**src/rtl/handshake_pkg.sv**
```systemverilog
// Shared types for the byte-serial Put/Free payload link.
// Contents:
//   BEAT_W          - width of one serial beat.
//   BEATS_PER_WORD  - data beats per word (parity beat excluded).
//   pay             - assembled word: a is the first beat and the MSB byte, d is the last.
//   rx_state_t      - receiver state: RECV (assembling) or HOLD (word offered downstream).
//   pay_parity()    - XOR of the four data bytes, carried as the optional parity beat.
package handshake_pkg;

  localparam int BEAT_W         = 8;
  localparam int BEATS_PER_WORD = 4;

  typedef struct packed {
    logic [BEAT_W-1:0] a;
    logic [BEAT_W-1:0] b;
    logic [BEAT_W-1:0] c;
    logic [BEAT_W-1:0] d;
  } pay;

  typedef enum logic {
    RECV = 1'b0,
    HOLD = 1'b1
  } rx_state_t;

  // Byte-wise parity beat that accompanies a word on the link
  function automatic logic [BEAT_W-1:0] pay_parity(input pay p);
    return p.a ^ p.b ^ p.c ^ p.d;
  endfunction

endpackage

```
**src/rtl/payload_receiver_beat_timer.sv**
```systemverilog
// beat_timer: idle-cycle counter that bounds the gap between beats of a partial word.
// Ports:
//   clk    - clock
//   reset  - asynchronous active-high reset
//   clr    - a beat transferred this cycle; restart the idle count
//   en     - a partial word is pending, so idle cycles are counted
//   expire - this edge is the TIMEOUT-th consecutive idle cycle (never set when clr is high)
// TIMEOUT = 0 removes the counter and expire stays low.
module beat_timer #(
  parameter int TIMEOUT = 16
) (
  input  logic clk,
  input  logic reset,
  input  logic clr,
  input  logic en,
  output logic expire
);

  generate
    if (TIMEOUT == 0) begin : g_off
      assign expire = 1'b0;
    end else begin : g_on
      localparam int TW = (TIMEOUT > 1) ? $clog2(TIMEOUT) : 1;

      logic [TW-1:0] cnt_r;
      logic          expire_s;

      // Expiry happens on the TIMEOUT-th idle edge; a beat on that edge wins
      always_comb begin
        if (en && !clr && (cnt_r == TW'(TIMEOUT - 1))) begin
          expire_s = 1'b1;
        end else begin
          expire_s = 1'b0;
        end
      end

      // Idle-cycle counter, restarted by beats, by expiry and whenever nothing is pending
      always_ff @(posedge clk or posedge reset) begin
        if (reset) begin
          cnt_r <= '0;
        end else if (clr || !en || expire_s) begin
          cnt_r <= '0;
        end else begin
          cnt_r <= cnt_r + TW'(1);
        end
      end

      assign expire = expire_s;
    end
  endgenerate

endmodule

```
**src/rtl/payload_receiver.sv**
```systemverilog
// payload_receiver: receiving end of the byte-serial Put/Free payload link.
// Reassembles 8-bit beats (a first, d last) into one 32-bit word, holds it in a
// single-word buffer and offers it downstream over a parallel Put/Free handshake.
// While a word is held, s_free stays low. A stalled partial word is aborted after TIMEOUT
// idle cycles.
// Optional build macro PAYLOAD_PARITY_EN: adds a fifth beat (a^b^c^d) to each word.
// A word with a bad parity beat is discarded and err_parity pulses.
// Ports:
//   clk, reset  - clock, asynchronous active-high reset
//   s_put, s_in - link: beat valid and beat data
//   s_free      - link: receiver accepts a beat this cycle
//   m_put       - downstream: m_payload valid
//   m_payload   - downstream: assembled word
//   m_free      - downstream: consumer accepts this cycle
//   err_timeout - one-cycle pulse when a partial word is aborted
//   err_parity  - one-cycle pulse on parity mismatch (tied low without the macro)
//   word_cnt    - words delivered downstream, wrapping at 2^CNT_W
module payload_receiver
  import handshake_pkg::*;
#(
  parameter int TIMEOUT = 16,
  parameter int CNT_W   = 16
) (
  input  logic             clk,
  input  logic             reset,
  input  logic             s_put,
  input  logic [7:0]       s_in,
  output logic             s_free,
  output logic             m_put,
  output logic [31:0]      m_payload,
  input  logic             m_free,
  output logic             err_timeout,
  output logic             err_parity,
  output logic [CNT_W-1:0] word_cnt
);

`ifdef PAYLOAD_PARITY_EN
  localparam logic [2:0] LAST_IDX = 3'(BEATS_PER_WORD);
`else
  localparam logic [2:0] LAST_IDX = 3'(BEATS_PER_WORD - 1);
`endif

  rx_state_t        state_r;
  logic             rdy_r;
  logic             m_put_r;
  pay               pay_r;
  pay               asm_r;
  pay               nxt_word_s;
  logic [2:0]       idx_r;
  logic             err_timeout_r;
  logic [CNT_W-1:0] word_cnt_r;
  logic             beat_s;
  logic             timer_en_s;
  logic             expire_s;

  // rdy_r resets to 1, so gating with reset gives s_free=0 during reset and 1 immediately after release
  assign s_free = rdy_r & ~reset;
  assign beat_s = s_put & s_free;

  // Assembly register with the current beat merged in at its byte position
  always_comb begin
    nxt_word_s = asm_r;
    case (idx_r)
      3'd0:    nxt_word_s.a = s_in;
      3'd1:    nxt_word_s.b = s_in;
      3'd2:    nxt_word_s.c = s_in;
      3'd3:    nxt_word_s.d = s_in;
      default: nxt_word_s = asm_r;
    endcase
  end

  // Only a partial word in RECV can time out; HOLD may stall forever
  always_comb begin
    if ((state_r == RECV) && (idx_r != 3'd0)) begin
      timer_en_s = 1'b1;
    end else begin
      timer_en_s = 1'b0;
    end
  end

  beat_timer #(
    .TIMEOUT (TIMEOUT)
  ) u_beat_timer (
    .clk    (clk),
    .reset  (reset),
    .clr    (beat_s),
    .en     (timer_en_s),
    .expire (expire_s)
  );

`ifdef PAYLOAD_PARITY_EN
  logic err_parity_r;
  assign err_parity = err_parity_r;
`else
  assign err_parity = 1'b0;
`endif

  // Receive/hold state machine with all handshake and status outputs registered
  always_ff @(posedge clk or posedge reset) begin
    if (reset) begin
      state_r       <= RECV;
      rdy_r         <= 1'b1;
      m_put_r       <= 1'b0;
      pay_r         <= '0;
      asm_r         <= '0;
      idx_r         <= 3'd0;
      err_timeout_r <= 1'b0;
      word_cnt_r    <= '0;
`ifdef PAYLOAD_PARITY_EN
      err_parity_r  <= 1'b0;
`endif
    end else begin
      err_timeout_r <= 1'b0;
`ifdef PAYLOAD_PARITY_EN
      err_parity_r  <= 1'b0;
`endif
      case (state_r)
        RECV: begin
          if (beat_s) begin
            if (idx_r == LAST_IDX) begin
`ifdef PAYLOAD_PARITY_EN
              if (s_in == pay_parity(asm_r)) begin
                pay_r   <= asm_r;
                state_r <= HOLD;
                m_put_r <= 1'b1;
                rdy_r   <= 1'b0;
              end else begin
                err_parity_r <= 1'b1;
                idx_r        <= 3'd0;
                asm_r        <= '0;
              end
`else
              asm_r   <= nxt_word_s;
              pay_r   <= nxt_word_s;
              state_r <= HOLD;
              m_put_r <= 1'b1;
              rdy_r   <= 1'b0;
`endif
            end else begin
              asm_r <= nxt_word_s;
              idx_r <= idx_r + 3'd1;
            end
          end else if (expire_s) begin
            asm_r         <= '0;
            idx_r         <= 3'd0;
            err_timeout_r <= 1'b1;
          end else begin
            asm_r <= asm_r;
          end
        end
        HOLD: begin
          if (m_free) begin
            state_r    <= RECV;
            m_put_r    <= 1'b0;
            rdy_r      <= 1'b1;
            idx_r      <= 3'd0;
            word_cnt_r <= word_cnt_r + CNT_W'(1);
          end else begin
            m_put_r <= 1'b1;
          end
        end
        default: begin
          state_r <= RECV;
          m_put_r <= 1'b0;
          rdy_r   <= 1'b1;
          idx_r   <= 3'd0;
        end
      endcase
    end
  end

  assign m_put       = m_put_r;
  assign m_payload   = pay_r;
  assign err_timeout = err_timeout_r;
  assign word_cnt    = word_cnt_r;

endmodule

```
**config.mk**
```make
export PLATFORM = sky130hd
export DESIGN_NAME = payload_receiver
export DESIGN_NICKNAME = d
export VERILOG_FILES = /design/src/rtl/handshake_pkg.sv /design/src/rtl/payload_receiver_beat_timer.sv /design/src/rtl/payload_receiver.sv
export SDC_FILE = /design/constraint.sdc
export NUM_CORES = 1
export LEC_CHECK = 0
export BUFFER_PORTS_ARGS = -buffer_cell sky130_fd_sc_hd__buf_2
export CORE_ASPECT_RATIO = 1.25
export CORE_MARGIN = 2
export CORE_UTILIZATION = 50
export DETAILED_ROUTE_END_ITERATION = 6
export GPL_TIMING_DRIVEN = 0
export PLACE_DENSITY = 0.82
export SLEW_MARGIN = 30
export SYNTH_ARGS = -nofsm -noshare
export SYNTH_HDL_FRONTEND = slang
export SYNTH_SLANG_ARGS = --single-unit
```
**constraint.sdc**
```tcl
create_clock -name clk -period 3.2 [get_ports clk]
set_clock_uncertainty 0.1 [all_clocks]
set_input_delay 0.16 -clock clk [delete_from_list [all_inputs] [get_ports clk]]
set_output_delay 0.16 -clock clk [all_outputs]
set_load 0.02 [all_outputs]
```
==> qor.yml <==
outcome:
  run_status: "finished clean"
setup_path:
  rr_endpoint: "asm_r[14]"
  worstSetupStartpointType: "flip-flop"
  path_class: "reg -> reg"
  worstPathCellList: "inv_1 > ha_1 > nor2b_2 > buf_4 > o21ai_1 > nand2_1 > buf_4 > o2bb2ai_1"
  required_arrival_time_at_the_worst_endpoint_ns: 3.33
  crit-reg2reg-launch: "idx_r[0]"
  timing.critical_path.from: "idx_r[0]"
  critical_path.most_common_cell: "buf_4"
  timing.reg2reg.setup_slack_ns: 1.11
  arrival_ns: 2.22
  cp_max_fo: 10
  worst-r2r-cell-count: 8
  worst_path_largest_cell_delay_ns: 0.43
  worstSetupEndpoint: "asm_r[14]"
  crit_slowest_cell: "dfrtp_1"
  endpoint_class_of_the_critical_path: "flip-flop"
drt:
  wl_met1_mm: 3.363
  finalWirelength_mm: 8.517
  routed_wire_length_per_instance_um: 16.28
  route.met3.wl_um: 487
  route.top_layer_used: "met4"
  detail_route.vias_per_cell: 5.650
  detailroute.wirelength.met2_mm: 4.352
  route.vias.total: 2955
  drcViolationCount: 0
  drt_first_iter_violations: 253
  drt-pass1-iter-count: 4
  postRouteAntennaNets: 0
sta:
  timing.final.setup_violations: 0
  grt_setup_unrepaired: "no"
  final_min_period_over_clock_period_pct: 65.44
  report.final.slew_viol_count: 0
  fmax_mhz: 477.5
  worstMarginPinSlew_ns: 0.5345
  final_hold_violating_endpoints: 0
  maxSlewHeadroom_pct: 64.23
  layout_min_cycle_time_ns: 2.094
  timing.final.ws_setup_ns: 1.106
placed_design:
  hpwl_mm: 6.127
  gp_routability_congestion: 0.8064
  postPlaceCellArea_sq_um: 4217
  port_buffers: 54
  preCtsSetupSlack_ns: 1.127
logic_synthesis:
  synth_area_leader_cell: "dfrtp_1"
  postSynthNetCount: 377
  ys_seq_area_share_pct: 54.71
  synth_cell_types: 43
  synthFlopType: "dfrtp_1"
  synth.avg_cell_area_sq_um: 10.61
  count_of_warnings_emitted_by_yosys: 0
  postSynthCellCount: 358
  netlist.area_leader.share_pct: 54.02
  synth.cell_area_sq_um: 3799
  synth_edf_count: 0
  ys_ff_latch: 83
  asyncSetResetFlopFracSynth_pct: 100.0
  cell_types_occupying_the_most_area_after_synthesis: "dfrtp_1 54%, nand2_1 6.5%, o2bb2ai_1 5.5%"
power:
  cellLeakagePower_nw: 2.215
  power.ir.vdd_worst_mv: 0.5227
  p_per_area_nw_per_um2: 892.0
cells_and_area:
  finalInstanceArea_sq_um: 4408
  post_route_cells_drive_above_1_share_pct: 22.27
  area_delta_synth_final_pct: 16.04
  antenna_cells_inserted: 0
  finish.net_count: 445
global_route:
  grt_start_max_net_pins: 57
  overflow: 0
  groute.usage.overall_pct: 22.26
  via_count_of_the_first_global_routing_pass: 2968
  grt_pass1_wl_mm: 14.07
  number_of_antenna_violations_at_the_first_check_in_global_routing: 0
cts:
  post-cts-setup-buffer-count: 0
  clock-root-buffer: "clkbuf_8"
  cts_max_path_bufs: 2
  cts_num_sinks: 83
  clkTransAtPathRegs_ns: 0.08
  cts_tree: "done"
  htree_levels: 3
  insertion_delay_ns: 0.36
  count_of_instances_resized_after_the_clock_tree_is_built: 0
  cts-buffers-inserted: 9
die:
  core_area_sq_um: 7357
  chipHeight_um: 101.5
  placement_rows: 35
  pin_count: 64
  die_w_um: 81.96
  die_area_sq_um: 8315
  initial_utilization_pct: 51.63
hold_path:
  min-delay-path-class: "in -> reg"
  hold_path_depth: 3
run:
  drv.max_cap_violation_count: 0
-- cells in the mapped netlist (3+ instances only) --
cell,instances
dfrtp_1,82
nand2_1,66
o2bb2ai_1,24
mux2i_1,17
nor2_1,17
o21ai_0,17
a22oi_1,16
xnor2_1,12
buf_2,9
a21boi_0,8
a31oi_1,8
inv_1,8
nand3_1,8
buf_4,7
ha_1,7
clkbuf_1,6
buf_1,5
nand4_1,5
xor2_1,5
and3_1,3
nand2b_1,3
-- cells by family (layout without fill, tap and decap cells) --
| kind of cell | Yosys count | count (layout) | share of synthesized area (%) |
|---|---|---|---|
| AND/OR/NAND/NOR | 115 | 115 | 14.13 |
| flip-flops | 83 | 83 | 54.71 |
| AO/OA/AOI/OAI | 81 | 81 | 15.32 |
| buffers and inverters | 36 | 109 | 4.743 |
| multiplexers | 18 | 18 | 4.776 |
| XOR/XNOR | 17 | 17 | 3.920 |
| adder cells (fa/ha/maj) | 7 | 7 | 2.306 |
| other | 1 | 1 | 0.09872 |
-- through the flow --
step / instances / TNS (ns) / utilization, % / hold WS [ns] / power, mW
6_report: 523 / 0 / 59.92 / 0.04983 / 3.932
2_1_floorplan: 358 / 0 / - / 0.1463 / 2.782
3_3_place_gp: 504 / -9.759 / 56.87 / 0.3144 / 3.179
3_5_place_dp: 505 / 0 / 57.31 / 0.07059 / 3.264
4_1_cts: 523 / 0 / 59.92 / 0.03652 / 3.945
5_1_grt: 523 / 0 / 59.92 / 0.05753 / 4.201
-- worst min path at each step --
stage,startpoint,end,slack (ns)
after detailed placement,reset,word_cnt[0],0.07
after CTS,s_in[0],m_payload[0],0.04
after floorplan,m_free,idx_r[0],0.15
after global placement,m_free,idx_r[0],0.31
after global routing,s_in[0],m_payload[0],0.06
final,s_in[0],m_payload[0],0.05
-- layer usage --
layer | GRT usage (%) | vias up
met1 | 27.56 | 1444
met4 | 12.44 | 0
met5 | 0 | -
met2 | 35.15 | 95
li1 | - | 1386
met3 | 5.971 | 30
-- registers in the layout, summed over array words and instances, names as in the netlist --
register and flops:
u_beat_timer.g_on.cnt_r 4, word_cnt 16, m_payload 32, asm_r 24, state_r 1, rdy_r 1
idx_r 3, m_put 1, err_timeout 1
-- power by group --
part	internal [mW]	switching, mW
clock	0.303	0.379
combinational	0.627	0.950
sequential	1.42	0.251
-- cell type report --
type,instances,area [sq um]
clock buffer,12,145.1
clock inverter,4,26.28
buffer,28,150.1
tap,92,115.1
fill,654,2949
timing repair buffer,57,317.8
sequential,83,2078
inverter,8,35.03
multi-input combinational,239,1540
-- worst max-delay path, delay by kind of cell (launching register included) --
kind            cells  cell delay, ns
simple gates        2            0.37
compound gates      2            0.32
buf+inv             3            0.53
fa+ha+maj           1            0.22
flops               1            0.43
-- timing repair --
item,in CTS,in global routing
endpoints found under the hold margin,28,0
endpoints found under the setup margin,0,0
hold buffers,2,0
-- placed cells by master, fill, tap and decap left out, drive strengths merged, types with 2 or more instances in the layout --
cell | netlist | routed
a21boi | 8 | 8
a22oi | 16 | 16
a31oi | 8 | 8
and3 | 3 | 3
buf | 22 | 77
clkbuf | 6 | 18
clkinv | 0 | 3
dfrtp | 82 | 82
dlygate4sd3 | 0 | 2
ha | 7 | 7
inv | 8 | 8
mux2i | 17 | 17
nand2 | 66 | 66
nand2b | 3 | 3
nand3 | 9 | 9
nand4 | 5 | 5
nor2 | 19 | 19
nor3 | 3 | 3
nor4 | 2 | 2
o21ai | 19 | 19
o2bb2ai | 24 | 24
xnor2 | 12 | 12
xor2 | 5 | 5
Power figures use the tool's default switching activity.
